$ cat config.mk
export PLATFORM = sky130hd
export DESIGN_NAME = rgb2ycbcr
export DESIGN_NICKNAME = d
export VERILOG_FILES = /design/src/rtl/rgb2ycbcr_pkg.sv /design/src/rtl/ycbcr_clamp.sv /design/src/rtl/rgb2ycbcr.sv
export SDC_FILE = /design/constraint.sdc
export NUM_CORES = 1
export LEC_CHECK = 0
export ABC_AREA = 0
export BUFFER_PORTS_ARGS = -buffer_cell sky130_fd_sc_hd__buf_2
export CAP_MARGIN = 25
export CORE_ASPECT_RATIO = 0.8
export CORE_UTILIZATION = 25
export CTS_BUF_LIST = sky130_fd_sc_hd__clkbuf_8
export DETAILED_ROUTE_END_ITERATION = 8
export GPL_ROUTABILITY_DRIVEN = 0
export SYNTH_ARGS = -nofsm -noshare
export SYNTH_HDL_FRONTEND = slang
export SYNTH_SLANG_ARGS = --single-unit
$ cat constraint.sdc
create_clock -name clk -period 5.6 [get_ports clk]
set_input_delay 0 -clock clk [delete_from_list [all_inputs] [get_ports clk]]
set_output_delay 0 -clock clk [all_outputs]
set_load 0.01 [all_outputs]
$ cat src/rtl/rgb2ycbcr_pkg.sv
// rgb2ycbcr_pkg: shared coefficients, offsets, clamp limits and pixel types
// for the RGB to BT.601 YCbCr converter.
package rgb2ycbcr_pkg;

  localparam logic [7:0] K_YR  = 8'd66;
  localparam logic [7:0] K_YG  = 8'd129;
  localparam logic [7:0] K_YB  = 8'd25;
  localparam logic [7:0] K_CBR = 8'd38;
  localparam logic [7:0] K_CBG = 8'd74;
  localparam logic [7:0] K_CBB = 8'd112;
  localparam logic [7:0] K_CRR = 8'd112;
  localparam logic [7:0] K_CRG = 8'd94;
  localparam logic [7:0] K_CRB = 8'd18;

  localparam logic [7:0] Y_OFS = 8'd16;
  localparam logic [7:0] C_OFS = 8'd128;
  localparam logic [7:0] RND   = 8'd128;

  localparam logic [7:0] LIM_LO   = 8'd16;
  localparam logic [7:0] LIM_Y_HI = 8'd235;
  localparam logic [7:0] LIM_C_HI = 8'd240;

  typedef struct packed {
    logic [7:0] r;
    logic [7:0] g;
    logic [7:0] b;
  } rgb_t;

  typedef struct packed {
    logic [7:0] y;
    logic [7:0] cb;
    logic [7:0] cr;
  } ycc_t;

  function automatic logic [15:0] mul8(
    input logic [7:0] a,
    input logic [7:0] k
  );
    return {8'd0, a} * {8'd0, k};
  endfunction

  function automatic logic signed [17:0] sx(
    input logic [15:0] v
  );
    return $signed({2'b00, v});
  endfunction

  function automatic logic signed [9:0] shr8(
    input logic signed [17:0] v
  );
    return 10'(v >>> 8);
  endfunction

endpackage

$ cat src/rtl/ycbcr_clamp.sv
// ycbcr_clamp: saturate a signed 10-bit value into [lo,hi] as unsigned 8-bit.
// Both ends saturate; nothing wraps.
module ycbcr_clamp (
  input  logic signed [9:0] i_val,
  input  logic        [7:0] i_lo,
  input  logic        [7:0] i_hi,
  output logic        [7:0] o_val
);

  logic signed [9:0] w_lo;
  logic signed [9:0] w_hi;

  assign w_lo = $signed({2'b00, i_lo});
  assign w_hi = $signed({2'b00, i_hi});

  always_comb begin
    o_val = i_val[7:0];
    unique case (1'b1)
      (i_val < w_lo): o_val = i_lo;
      (i_val > w_hi): o_val = i_hi;
      default:        o_val = i_val[7:0];
    endcase
  end

endmodule

$ cat src/rtl/rgb2ycbcr.sv
// rgb2ycbcr: 3-stage RGB to BT.601 YCbCr converter with valid/ready stall.
// Define RGB2YCBCR_CHROMA_422_EN for 4:2:2 chroma pair averaging.
module rgb2ycbcr
  import rgb2ycbcr_pkg::*;
#(
  parameter int CLAMP_STUDIO = 1
) (
  input  logic       clk,
  input  logic       rstn,
  input  logic [7:0] r,
  input  logic [7:0] g,
  input  logic [7:0] b,
  input  logic       vld_i,
  output logic       rdy_o,
  input  logic       sol_i,
  output logic [7:0] y,
  output logic [7:0] cb,
  output logic [7:0] cr,
  output logic       vld_o,
  output logic       c_vld_o,
  input  logic       rdy_i
);

  logic w_en;
  logic w_acc;
  rgb_t w_px;

  logic        r_v1;
  logic [15:0] r_yr, r_yg, r_yb;
  logic [15:0] r_cbr, r_cbg, r_cbb;
  logic [15:0] r_crr, r_crg, r_crb;

  logic signed [17:0] w_ys, w_cbs, w_crs;
  logic               r_v2;
  logic signed [9:0]  r_ys, r_cbs, r_crs;

  logic signed [9:0] w_yo, w_cbo, w_cro;
  logic [7:0]        w_lo, w_yhi, w_chi;
  ycc_t              w_q;

  logic       r_vld;
  logic [7:0] r_y;

  // The whole pipe moves as one; bubbles are kept in place.
  assign w_en  = !r_vld || rdy_i;
  assign rdy_o = w_en;
  assign w_acc = vld_i && w_en;
  assign w_px  = '{r: r, g: g, b: b};

  always_ff @(posedge clk or negedge rstn) begin
    if (!rstn) begin
      r_v1  <= 1'b0;
      r_yr  <= '0;
      r_yg  <= '0;
      r_yb  <= '0;
      r_cbr <= '0;
      r_cbg <= '0;
      r_cbb <= '0;
      r_crr <= '0;
      r_crg <= '0;
      r_crb <= '0;
    end else if (w_en) begin
      r_v1  <= vld_i;
      r_yr  <= mul8(w_px.r, K_YR);
      r_yg  <= mul8(w_px.g, K_YG);
      r_yb  <= mul8(w_px.b, K_YB);
      r_cbr <= mul8(w_px.r, K_CBR);
      r_cbg <= mul8(w_px.g, K_CBG);
      r_cbb <= mul8(w_px.b, K_CBB);
      r_crr <= mul8(w_px.r, K_CRR);
      r_crg <= mul8(w_px.g, K_CRG);
      r_crb <= mul8(w_px.b, K_CRB);
    end
  end

  assign w_ys  = sx(r_yr) + sx(r_yg)
               + sx(r_yb) + sx({8'd0, RND});
  assign w_cbs = sx(r_cbb) - sx(r_cbr)
               - sx(r_cbg) + sx({8'd0, RND});
  assign w_crs = sx(r_crr) - sx(r_crg)
               - sx(r_crb) + sx({8'd0, RND});

  always_ff @(posedge clk or negedge rstn) begin
    if (!rstn) begin
      r_v2  <= 1'b0;
      r_ys  <= '0;
      r_cbs <= '0;
      r_crs <= '0;
    end else if (w_en) begin
      r_v2  <= r_v1;
      r_ys  <= shr8(w_ys);
      r_cbs <= shr8(w_cbs);
      r_crs <= shr8(w_crs);
    end
  end

  assign w_yo  = r_ys  + $signed({2'b00, Y_OFS});
  assign w_cbo = r_cbs + $signed({2'b00, C_OFS});
  assign w_cro = r_crs + $signed({2'b00, C_OFS});

  assign w_lo  = (CLAMP_STUDIO != 0) ? LIM_LO   : 8'd0;
  assign w_yhi = (CLAMP_STUDIO != 0) ? LIM_Y_HI : 8'd255;
  assign w_chi = (CLAMP_STUDIO != 0) ? LIM_C_HI : 8'd255;

  ycbcr_clamp u_clamp_y (
    .i_val (w_yo),
    .i_lo  (w_lo),
    .i_hi  (w_yhi),
    .o_val (w_q.y)
  );

  ycbcr_clamp u_clamp_cb (
    .i_val (w_cbo),
    .i_lo  (w_lo),
    .i_hi  (w_chi),
    .o_val (w_q.cb)
  );

  ycbcr_clamp u_clamp_cr (
    .i_val (w_cro),
    .i_lo  (w_lo),
    .i_hi  (w_chi),
    .o_val (w_q.cr)
  );

  always_ff @(posedge clk or negedge rstn) begin
    if (!rstn) begin
      r_vld <= 1'b0;
      r_y   <= '0;
    end else if (w_en) begin
      r_vld <= r_v2;
      r_y   <= r_v2 ? w_q.y : 8'd0;
    end
  end

  assign vld_o = r_vld;
  assign y     = r_y;

`ifdef RGB2YCBCR_CHROMA_422_EN

  logic       w_odd;
  logic       r_par;
  logic       r_o1, r_o2;
  logic [7:0] r_cb, r_cr;
  logic [7:0] r_sc_cb, r_sc_cr;
  logic       r_cvld;
  logic [8:0] w_cba, w_cra;
  logic       w_unused;

  // A start-of-line pixel is always even, so any unpaired chroma is dropped.
  assign w_odd = !sol_i && r_par;

  always_ff @(posedge clk or negedge rstn) begin
    if (!rstn) begin
      r_par <= 1'b0;
      r_o1  <= 1'b0;
      r_o2  <= 1'b0;
    end else if (w_en) begin
      if (w_acc) begin
        r_par <= !w_odd;
      end
      r_o1 <= w_odd;
      r_o2 <= r_o1;
    end
  end

  assign w_cba = {1'b0, r_sc_cb} + {1'b0, w_q.cb} + 9'd1;
  assign w_cra = {1'b0, r_sc_cr} + {1'b0, w_q.cr} + 9'd1;
  assign w_unused = w_cba[0] ^ w_cra[0];

  always_ff @(posedge clk or negedge rstn) begin
    if (!rstn) begin
      r_cb    <= '0;
      r_cr    <= '0;
      r_cvld  <= 1'b0;
      r_sc_cb <= '0;
      r_sc_cr <= '0;
    end else if (w_en) begin
      r_cb   <= 8'd0;
      r_cr   <= 8'd0;
      r_cvld <= 1'b0;
      if (r_v2 && !r_o2) begin
        r_sc_cb <= w_q.cb;
        r_sc_cr <= w_q.cr;
      end
      if (r_v2 && r_o2) begin
        r_cb   <= w_cba[8:1];
        r_cr   <= w_cra[8:1];
        r_cvld <= 1'b1;
      end
    end
  end

  assign cb      = r_cb;
  assign cr      = r_cr;
  assign c_vld_o = r_cvld;

`else

  logic [7:0] r_cb, r_cr;
  logic       w_unused;

  assign w_unused = sol_i;

  always_ff @(posedge clk or negedge rstn) begin
    if (!rstn) begin
      r_cb <= '0;
      r_cr <= '0;
    end else if (w_en) begin
      r_cb <= r_v2 ? w_q.cb : 8'd0;
      r_cr <= r_v2 ? w_q.cr : 8'd0;
    end
  end

  assign cb      = r_cb;
  assign cr      = r_cr;
  assign c_vld_o = r_vld;

`endif

endmodule

# ---- Word level (Yosys, flattened, before mapping)
# Index checks and enable logic that the tools add are counted.
dict set report op_classes {
  muxes 6
  n_addsub 12
  reduce_logical 2
  magnitude_cmp 6
  n_mul 9
}
# cell n
set ops {}
lappend ops {{$pmux W8 S2} 3}
lappend ops {{$mul A8 B6 Y14 const B} 3}
lappend ops {{$add A17 B9 Y18 const B} 2}
lappend ops {{$gt A10 B9 Y1 const B} 3}
lappend ops {{$lt A10 B6 Y1 const B} 3}
lappend ops {{$mul A8 B5 Y13 const B} 2}
lappend ops {{$mux W8} 3}
lappend ops {{$mul A8 B3 Y11 const B} 2}
lappend ops {{$add A10 B9 Y10 const B} 2}
lappend ops {{$add A17 B13 Y18} 1}
lappend ops {{$add A18 B9 Y18 const B} 1}
lappend ops {{$add A15 B16 Y17} 1}
lappend ops {{$sub A16 B14 Y17} 1}
lappend ops {{$sub A16 B16 Y17} 1}
lappend ops {{$mul A8 B8 Y16 const B} 1}
lappend ops {{$sub A15 B14 Y16} 1}
lappend ops {{$sub A15 B15 Y16} 1}
lappend ops {{$mul A8 B4 Y12 const B} 1}
lappend ops {{$add A10 B6 Y10 const B} 1}
lappend ops {{$logic_not A1 Y1} 1}
lappend ops {{$logic_or A1 B1 Y1} 1}
dict set report word_totals {
  output_inout_bits 27
  word_cells 53
  reg_bits 175
}

# ---- Depth between registers and ports, before layout
dict set report depth {
  depth_word 4
  mapped_depth 17
  depth_no_buf 17
}

# ---- Hierarchy
# A second synthesis with hierarchy kept.
dict set report unflattened {
  cells_unflattened 1741
  hier_area_um2 15770.1
}
# mod area_each_um2 seq_area_each_um2 cells_per_inst instances
set by_module_without_submodules {}
lappend by_module_without_submodules {rgb2ycbcr 13807.0 4103.9 1501 1}
lappend by_module_without_submodules {ycbcr_clamp 654.4 0.0 80 3}

# ---- Worst setup path after synthesis
# Ideal clock, no wire load.
dict set report synth_path {
  path_kind {reg-to-reg}
  from {register r_crb[1] (netlist name)}
  to {register r_cbs[9]}
  setup_ps 64
  arrival_ps 3922
  slack_ps 1613
  period_less_slack_ps 3987
  n_path_buf 0
  stages_incl_launch_ff 15
  path_cell_list {dfrtp_1 ha_1 or4b_2 a22oi_1 a21oi_1 xnor2_1 ha_1 ha_1 o21a_1 o21a_1 o21a_1 a2111oi_0 o21bai_1 a211oi_1 a21o_1}
}
# item line_no
set synth_lines {}
lappend synth_lines {{to (signal assigned)} rgb2ycbcr.sv:92} ;# r_cbs <= shr8(w_cbs);
lappend synth_lines {{to (decl)} rgb2ycbcr.sv:35} ;# logic signed [9:0] r_ys, r_cbs, r_crs;

==> qor.txt <==
Worst reg2reg path depth -> 14
Vias/cell -> 4.600
CP max stage delay -> 0.66 ns
Yosys top cell area share -> 29.89%
Max stage delay cell, worst path -> or4b_2
# setup viols final -> 0
Drt wl/cell -> 14.77 um
Post-synth top area cell -> dfrtp_1
Nets -> 1868
Worst IR drop on VDD -> 0.0004259 V
Reg2reg end -> r_cbs[9]
Synth Net Count -> 1809
Critical Path Stages -> 14
CP Data Required Time -> 6.05 ns
Die height -> 211.6 um
#FFs+latches synth -> 164
Largest net degree at the start of global routing -> 151
Drt drc -> 0
Worst Setup EP -> r_cbs[9]
Std cell rows -> 76
Worst-margin pin slew -> 0.9319 ns
Rel. slew slack -> 37.88%
CP cell instances -> ha_1 > or4b_2 > a22oi_1 > a21oi_1 > xnor2_1 > ha_1 > ha_1 > o21a_1 > o21a_1 > o21a_1 > a2111oi_0 > o21bai_1 > a211oi_1 > a21o_1
Pwr dens -> 609.5 mW/mm^2
CP delay by family, top -> compound AO/OA/AOI/OAI gates
Worst hold start -> g[3]
Distinct cells, synth -> 66
Area contributors post-synth -> dfrtp_1, ha_1, fa_1, inv_1, nand2_1
Antenna-violating nets left -> 0
Final HPWL DP -> 26390 um
Crit path buf inv count -> 0
Cell count after synthesis -> 1473
CTS H-tree lvls -> 4
Cell Area, Placed -> 0.01478 sq mm
Reg2Reg Launch Point -> r_crb[1]
CTS max path bufs -> 2
ANT cells -> 0
Most used DFF post-synth -> dfrtp_1
Clock Sinks -> 164
Initial drt markers -> 670
Core Region -> 0.05401 sq mm
First-pass GRT wire length -> 54150 um
Routed vias -> 10340
Boundary Pins -> 56
Synth-to-Final Area Change -> 11.92%
Fin. max-slew vios -> 0
Launching element type of the critical path -> flop
Avg Synthesized Cell Area -> 9.320 sq um
Cell with the most instances after synthesis -> ha_1
Layout cells sized above 1 -> 6.926%
Synth top cells by count -> ha_1, inv_1, dfrtp_1
Status -> finished clean
PostCTS Resize Cnt -> 0
Drt pass-1 iters -> 5
CP Data Arrival Time -> 5.11 ns
Max Freq -> 214.4 MHz
Worst-skew pair later-pin latency -> 0.50 ns
Post-synth EDFFs -> 0
Crit. Startpoint -> r_crb[1]
Min cycle time layout -> 4.665 ns
Critical path peak fanout -> 4
RSZ-0062 raised after global routing -> no
Critical Path End Type -> flop
Hold crit path type -> primary input to flop
Synthesized area -> 0.01373 sq mm
Vias in the first global route -> 10250
Chip Width -> 264.0 um
Ys Warns -> 0
Die area -> 0.05586 sq mm
Final period util -> 83.30%
TritonCTS Buffers -> 17
WL final -> 33190 um
Initial antenna violation count -> 1
Register area share after synthesis -> 29.89%
GRT overflow -> 0
Flop2flop setup slack -> 0.94 ns
Worst setup path class -> flop to flop
Clock tree from TritonCTS -> yes
PortBufs -> 54
Root Buffer -> clkbuf_8
Final instance area -> 0.01536 sq mm
Clk pin slew, worst setup/hold paths -> 0.10 ns
Synth async-reset ratio -> 100.0%
Max-cap viol count -> 0
Initial Util -> 25.42%
Static Leak -> 0.007608 uW
Hold Violations, Final -> 0
Util after Layout -> 28.45%
Final setup TNS -> 0 ns
Fin Clk Skew -> 0.01569 ns
GRT Overall Usage -> 12.39%
tightest hold or removal path: stages:
cell and delay [ns]:
buf_2 0.19, inv_1 0.19, o21ai_0 0.11
worst min-delay path by stage:
stage          slack, ns  endpoint  cells after the start
2_1_floorplan      -0.30   c_vld_o                      0
4_1_cts             0.02   r_yg[3]                      3
3_5_place_dp        0.19      y[6]                      1
6_report            0.04   r_yg[3]                      3
3_3_place_gp        0.17      y[6]                      1
5_1_grt             0.06   r_yg[3]                      3
what timing repair did:
action	4_1_cts	5_1_grt
setup buffers	0	0
hold endpoints to repair	120	0
hold buffers	19	0
layout make-up:
cell class                 count  area, sq um
sequential                   164         4104
clock inverter                14        142.6
multi-input combinational   1099         8831
tap                          702        878.3
clock buffer                  18        247.7
fill                        5716        38650
inverter                     173        651.9
timing repair buffer          77        509.2
kinds of logic (layout without fill, tap and decap cells):
family	count (synthesis)	after routing	synth area share, %
and+or+nand+nor	362	362	11.89
AOI/OAI and AO/OA	334	334	15.06
adders and majority gates	307	307	31.15
buffers and inverters	210	282	5.833
DFF	164	164	29.89
xor gates and xnor gates	93	93	5.933
muxes	3	3	0.2370
placed cells by master (no fill, tap or decap), types with 52 or more instances in the layout:
master     n
nor2_1    92
buf_2     53
o21ai_0  104
ha_1     249
xnor2_1   52
nand2_1  159
inv_1    172
fa_1      58
a21oi_1   97
dfrtp_1  164
per-stage QoR:
stage                     hold WS, ns  power, uW  setup WS (ns)  cells
after floorplan               -0.2956       6812          1.613   1473
after global placement         0.1679       8201          1.095   2196
after detailed placement       0.1897       8412          1.035   2196
after CTS                     0.02247       9374         0.9700   2247
after global routing          0.06449      10350         0.6331   2247
final                         0.04193       9366         0.9353   2247
where the power goes:
group | switching (uW) | total, uW | internal [uW]
clock network | 510 | 886 | 376
registers | 376 | 2050 | 1680
logic | 3610 | 6430 | 2820
flip-flops by register name, summed over array words and instances, names as in the netlist, 8 cells and up:
name	cells
r_crs	10
cb	8
r_cbr	11
r_cbb	10
r_crr	11
r_crg	13
r_cbs	10
r_yr	13
r_yb	9
r_yg	16
r_cbg	12
y	8
r_crb	12
cr	8
r_ys	10
per-layer routing:
metal | vias to the layer above | track usage (%) | wire [um]
li1 | 5157 | - | -
met1 | 4998 | 17.33 | 16920
met2 | 150 | 18.88 | 14130
met5 | - | 0 | 8
met4 | 2 | 2.967 | 450
met3 | 29 | 3.292 | 1688
(Power assumes the default switching activity.)
